### src/rtl/div_unit.sv
// 32-bit signed/unsigned restoring divider with one quotient bit per cycle; result 34 edges after start (2 for a zero divisor).
// No backpressure: the EX stage holds start_i until ready_o, then drops it to release the result.
module div_unit (
    input  logic        clk,
    input  logic        rst,
    input  logic        signed_div_i,
    input  logic [31:0] opdata1_i,
    input  logic [31:0] opdata2_i,
    input  logic        start_i,
    input  logic        annul_i,
    output logic [63:0] result_o,
    output logic        ready_o,
    output logic        busy_o
);

    localparam logic [1:0] S_FREE   = 2'd0;
    localparam logic [1:0] S_BYZERO = 2'd1;
    localparam logic [1:0] S_ON     = 2'd2;
    localparam logic [1:0] S_END    = 2'd3;

    logic [1:0]  state;
    logic [5:0]  cnt;
    logic [64:0] working;
    logic [31:0] divisor;
    logic        neg_quo;
    logic        neg_rem;

    logic [31:0] abs_op1;
    logic [31:0] abs_op2;
    logic [32:0] trial;
    logic [31:0] quo_fix;
    logic [31:0] rem_fix;

    assign abs_op1 = (signed_div_i && opdata1_i[31]) ? (~opdata1_i + 32'd1) : opdata1_i;
    assign abs_op2 = (signed_div_i && opdata2_i[31]) ? (~opdata2_i + 32'd1) : opdata2_i;

    // Bit 32 of the trial is the borrow: set means the divisor did not fit.
    assign trial   = {1'b0, working[63:32]} - {1'b0, divisor};
    assign quo_fix = neg_quo ? (~working[31:0] + 32'd1) : working[31:0];
    assign rem_fix = neg_rem ? (~working[64:33] + 32'd1) : working[64:33];

    always_ff @(posedge clk or negedge rst) begin
        if (!rst) begin
            state    <= S_FREE;
            cnt      <= 6'd0;
            working  <= 65'd0;
            divisor  <= 32'd0;
            neg_quo  <= 1'b0;
            neg_rem  <= 1'b0;
            result_o <= 64'd0;
            ready_o  <= 1'b0;
            busy_o   <= 1'b0;
        end else begin
            case (state)
                S_FREE: begin
                    if (start_i && !annul_i) begin
                        busy_o <= 1'b1;
                        if (opdata2_i == 32'd0) begin
                            state <= S_BYZERO;
                        end else begin
                            state   <= S_ON;
                            cnt     <= 6'd0;
                            // Dividend sits one bit up so the first trial already sees its MSB.
                            working <= {32'd0, abs_op1, 1'b0};
                            divisor <= abs_op2;
                            neg_quo <= signed_div_i && (opdata1_i[31] ^ opdata2_i[31]);
                            neg_rem <= signed_div_i && opdata1_i[31];
                        end
                    end
                end
                S_BYZERO: begin
                    working <= 65'd0;
                    state   <= S_END;
                end
                S_ON: begin
                    if (annul_i) begin
                        state    <= S_FREE;
                        cnt      <= 6'd0;
                        working  <= 65'd0;
                        result_o <= 64'd0;
                        ready_o  <= 1'b0;
                        busy_o   <= 1'b0;
                    end else if (cnt != 6'd32) begin
                        if (!trial[32]) begin
                            working <= {trial[31:0], working[31:0], 1'b1};
                        end else begin
                            working <= {working[63:0], 1'b0};
                        end
                        cnt <= cnt + 6'd1;
                    end else begin
                        // Signs are restored in place; END presents {remainder, quotient}.
                        working <= {rem_fix, 1'b0, quo_fix};
                        cnt     <= 6'd0;
                        state   <= S_END;
                    end
                end
                S_END: begin
                    if (start_i) begin
                        result_o <= {working[64:33], working[31:0]};
                        ready_o  <= 1'b1;
                    end else begin
                        result_o <= 64'd0;
                        ready_o  <= 1'b0;
                        busy_o   <= 1'b0;
                        state    <= S_FREE;
                    end
                end
                default: begin
                    state  <= S_FREE;
                    busy_o <= 1'b0;
                end
            endcase
        end
    end

endmodule

### config.mk
export PLATFORM = sky130hd
export DESIGN_NAME = div_unit
export DESIGN_NICKNAME = d
export VERILOG_FILES = /design/src/rtl/div_unit.sv
export SDC_FILE = /design/constraint.sdc
export NUM_CORES = 1
export LEC_CHECK = 0
export CAP_MARGIN = 0
export CORE_MARGIN = 2
export CORE_UTILIZATION = 45
export CTS_BUF_LIST = sky130_fd_sc_hd__clkbuf_16
export CTS_CLUSTER_SIZE = 8
export DETAILED_ROUTE_END_ITERATION = 16
export PLACE_DENSITY = 0.7
export SETUP_SLACK_MARGIN = 0.1
export SLEW_MARGIN = 10
export SYNTH_ARGS = -nofsm -noshare
export SYNTH_HDL_FRONTEND = slang
export SYNTH_SLANG_ARGS = --single-unit
export TNS_END_PERCENT = 20
### constraint.sdc
create_clock -name clk -period 9 [get_ports clk]
set_clock_uncertainty 0.1 [all_clocks]
set_input_delay 2.7 -clock clk [delete_from_list [all_inputs] [get_ports clk]]
set_output_delay 2.7 -clock clk [all_outputs]
set_load 0.05 [all_outputs]
==> summary.md <==
| Metric | Value |
|---|---|
| Wl on met1 | `16180 um` |
| Total wire length | `around 35000 um` |
| Fin crit share | `0.7419` |
| Hold buffers post-CTS | `0` |
| # clock sinks | `roughly 170` |
| CTS root buf | `clkbuf_16` |
| Status | `completed` |
| Worst rel slew slack | `0.1952` |
| Yosys warns | `0` |
| Vias in the first global route | `10660` |
| Mapped Nets | `roughly 1500` |
| Core ar. | `about 26000 um2` |
| Post-CTS Resized | `0` |
| Wire length on met2 | `roughly 16000 um` |
| P_sw | `1775 uW` |
| Register Area | `between 4000 and 5000 um2` |
| Post-CTS setup buffers | `0` |
| Dpl cells | `1798` |
| Fill cells | `2424` |
| CP required | `~9 ns` |
| # H-tree levels | `4` |
| Hold crit path type | `reg -> reg` |
| Sw Share | `0.4575` |
| Post-DRT Antenna Nets | `0` |
| Top Metal Used | `met4` |
| Gpl congestion | `roughly 0.9` |
| First-pass GRT wire length | `around 57000 um` |
| Power per Cell Area | `~280 nW/um2` |
| Avg Cell Area, Syn | `approximately 8.5 um2` |
| Worst Setup Start Kind | `primary input` |
| Actual slew at the worst max-slew pin | `1.182 ns` |
| Syn-to-layout area delta | `17.43%` |
| Post-synth ARST share | `1.000` |
| I/O pin cnt | `roughly 140` |
| Comb pwr share | `0.491` |
| Post-layout min period | `around 6.7 ns` |
| Most frequent cells in the layout | `dfrtp_1 (173), clkdlybuf4s50_1 (133), a21oi_1 (128)` |
| Share of cells above drive strength 1 | `0.04889` |
| CTS tree | `yes` |
| Leakage | `between 0.006 and 0.007 uW` |
| Critical path class | `in -> reg` |
| Die width | `around 170 um` |
| Clock latency at the later pin of the worst-skew pair | `0.44 ns` |
| Layout Cells excl Fill | `1828` |
| Power share of the clock group | `0.187` |
| Setup TNS | `0 ns` |
| HPWL after DPL | `about 25000 um` |
| Achievable frequency | `approximately 150 MHz` |
| DRC errors left | `0` |
| Register bit total from synthesis | `between 150 and 200` |
| Layout Nets | `approximately 1600` |
| Sequential group share of total power | `0.322` |
| Most common cell after layout, fill and taps aside | `dfrtp_1` |
| Max Cap Viol | `0` |
| Max rail drop VDD | `approximately 0.22 mV` |
| Initial antenna violation count | `0` |
| Setup-failing EPs final | `0` |
| Cts bufs inserted | `17` |
| Number of enable flip-flop cells after synthesis | `0` |
| Worst Setup End Kind | `flop` |
| Port bufs | `about 130` |
| Diode count | `0` |
| Max Fanout on Critical Path | `17` |
| Total number of vias | `between 10000 and 15000` |
| Crit path DAT | `just under 7 ns` |
| Post-synthesis cell area | `11950 um2` |
| Final Core Density | `0.5386` |
| Row Count | `59` |
| Initial DRT Pass Iterations | `5` |
| Die Height | `~170 um` |
| Area of the multi-input gates | `about 7100 um2` |
| Initial core utilization | `0.4586` |
| Clk slew on worst S/H paths | `~0.060 ns` |
| Synth Flop Type | `dfrtp_1` |
| Total global-route track usage | `0.2485` |
| Internal power | `around 2100 uW` |
| RSZ-0062 raised after global routing | `false` |
| DIE AREA | `between 20000 and 30000 um2` |
| Post-synth cell types | `73` |
| Sequential fraction of the synthesis area | `0.3622` |
| Residual overflow from global routing | `0` |
| Slew Limit Fails | `0` |
| Tot Pwr | `approximately 3900 uW` |
| Cells after synthesis | `~1400` |
| Final hold vios | `0` |
| Number of vias per cell | `6.125` |
| Largest net degree at the start of global routing | `99` |
| Met3 wire len | `about 1900 um` |
| Wire per inst | `19.11 um` |
| Iteration-0 DRC Markers | `1040` |
| Max Root-Sink Buffers | `2` |
state kept, by name (all words and copies together) (netlist names):
| name | flops |
|---|---|
| busy_o | 1 |
| cnt | 6 |
| divisor | 32 |
| neg_quo | 1 |
| neg_rem | 1 |
| ready_o | 1 |
| result_o | 64 |
| state | 2 |
| working | 65 |
power groups by stage:
stage / Clock (uW) / Combinational (uW) / Sequential (uW)
floorplan: 0 / 1180 / 1420
global route: 763 / 2090 / 1290
finish: 727 / 1900 / 1250
CTS: 735 / 1900 / 1240
detailed placement: 0 / 1890 / 1260
global placement: 0 / 1860 / 1250
layout make-up:
| class | count | share of cell area |
|---|---|---|
| repair buffers | 147 | 0.1026 |
| inverters | 58 | 0.01551 |
| clock buffers | 17 | 0.03031 |
| multi-input cells | 1085 | 0.5038 |
| clock inverters | 13 | 0.009450 |
| well taps | 335 | 0.02987 |
| flip-flops and latches | 173 | 0.3085 |
path summary, 6_finish.rpt:
path,start,end,slack (ns),cells past startpoint
worst max register to register,working[32],working[63],5.00,13
min in group asynchronous,rst,result_o[31],2.25,1
worst max-delay path,opdata2_i[20],working[54],2.32,10
max in group asynchronous,rst,neg_rem,4.89,2
worst min-delay path,divisor[25],divisor[25],0.38,2
worst min register to register,divisor[25],divisor[25],0.38,2
critical path, cell delays in order:
cell             delay, ns
clkdlybuf4s50_1       0.48
or4_1                 0.57
nor4_1                0.27
nand4_1               0.23
nor4_1                0.83
o32ai_1               0.39
nand2_1               0.59
nor2_1                0.36
a221oi_1              0.33
o21ai_0               0.12
synthesized netlist by cell type, types with 8 or more instances:
| cell type | number | area (um2) |
|---|---|---|
| and3_1 | 9 | 56.30 |
| nor4_1 | 13 | 81.33 |
| o21ai_0 | 105 | 525.5 |
| o41ai_1 | 10 | 87.58 |
| dfrtp_1 | 173 | 4329 |
| nand3_1 | 26 | 130.1 |
| o31ai_1 | 17 | 127.6 |
| xor2_1 | 52 | 455.4 |
| o211ai_1 | 15 | 112.6 |
| xnor2_1 | 47 | 411.6 |
| a31oi_1 | 12 | 75.07 |
| buf_2 | 9 | 45.04 |
| o21a_1 | 23 | 172.7 |
| a21o_1 | 21 | 157.7 |
| or2_2 | 8 | 50.05 |
| o22ai_1 | 8 | 50.05 |
| buf_1 | 11 | 41.29 |
| nand2b_1 | 17 | 106.4 |
| nor3_1 | 44 | 220.2 |
| a22oi_1 | 8 | 60.06 |
| a21oi_1 | 128 | 640.6 |
| a22o_1 | 67 | 586.8 |
| ha_1 | 44 | 550.5 |
| clkbuf_1 | 71 | 266.5 |
| inv_1 | 58 | 217.7 |
| mux2i_1 | 19 | 190.2 |
| nand2_1 | 109 | 409.1 |
| nor2_1 | 116 | 435.4 |
| a211oi_1 | 10 | 75.07 |
| nand4_1 | 10 | 62.56 |
| or3_1 | 31 | 193.9 |
| o221ai_1 | 28 | 245.2 |
| or4_1 | 10 | 75.07 |
through the flow:
step	instance area, um2	worst slack [ns]	hold slack (ns)
finish	14030	2.323	0.3816
global route	14030	2.099	0.4151
detailed placement	13480	1.914	0.3740
global placement	13480	2.054	0.3602
CTS	14030	2.352	0.3880
floorplan	11950	3.786	0.3496
routing by layer:
layer / GRT usage / up-vias
met1: 0.3514 / 5408
met5: 0 / -
li1: - / 5334
met4: 0.08058 / 0
met2: 0.3967 / 400
met3: 0.03066 / 55
kinds of logic after synthesis:
| logic type | count (synthesis) | share of synthesized area |
|---|---|---|
| muxes | 22 | 0.01874 |
| adders and majority gates | 45 | 0.04774 |
| and+or+nand+nor | 427 | 0.1759 |
| buffers and inverters | 150 | 0.04868 |
| AOI/OAI and AO/OA | 492 | 0.2742 |
| xor gates and xnor gates | 99 | 0.07255 |
| DFF | 173 | 0.3622 |
No activity file was read; power rests on OpenSTA's default activity.
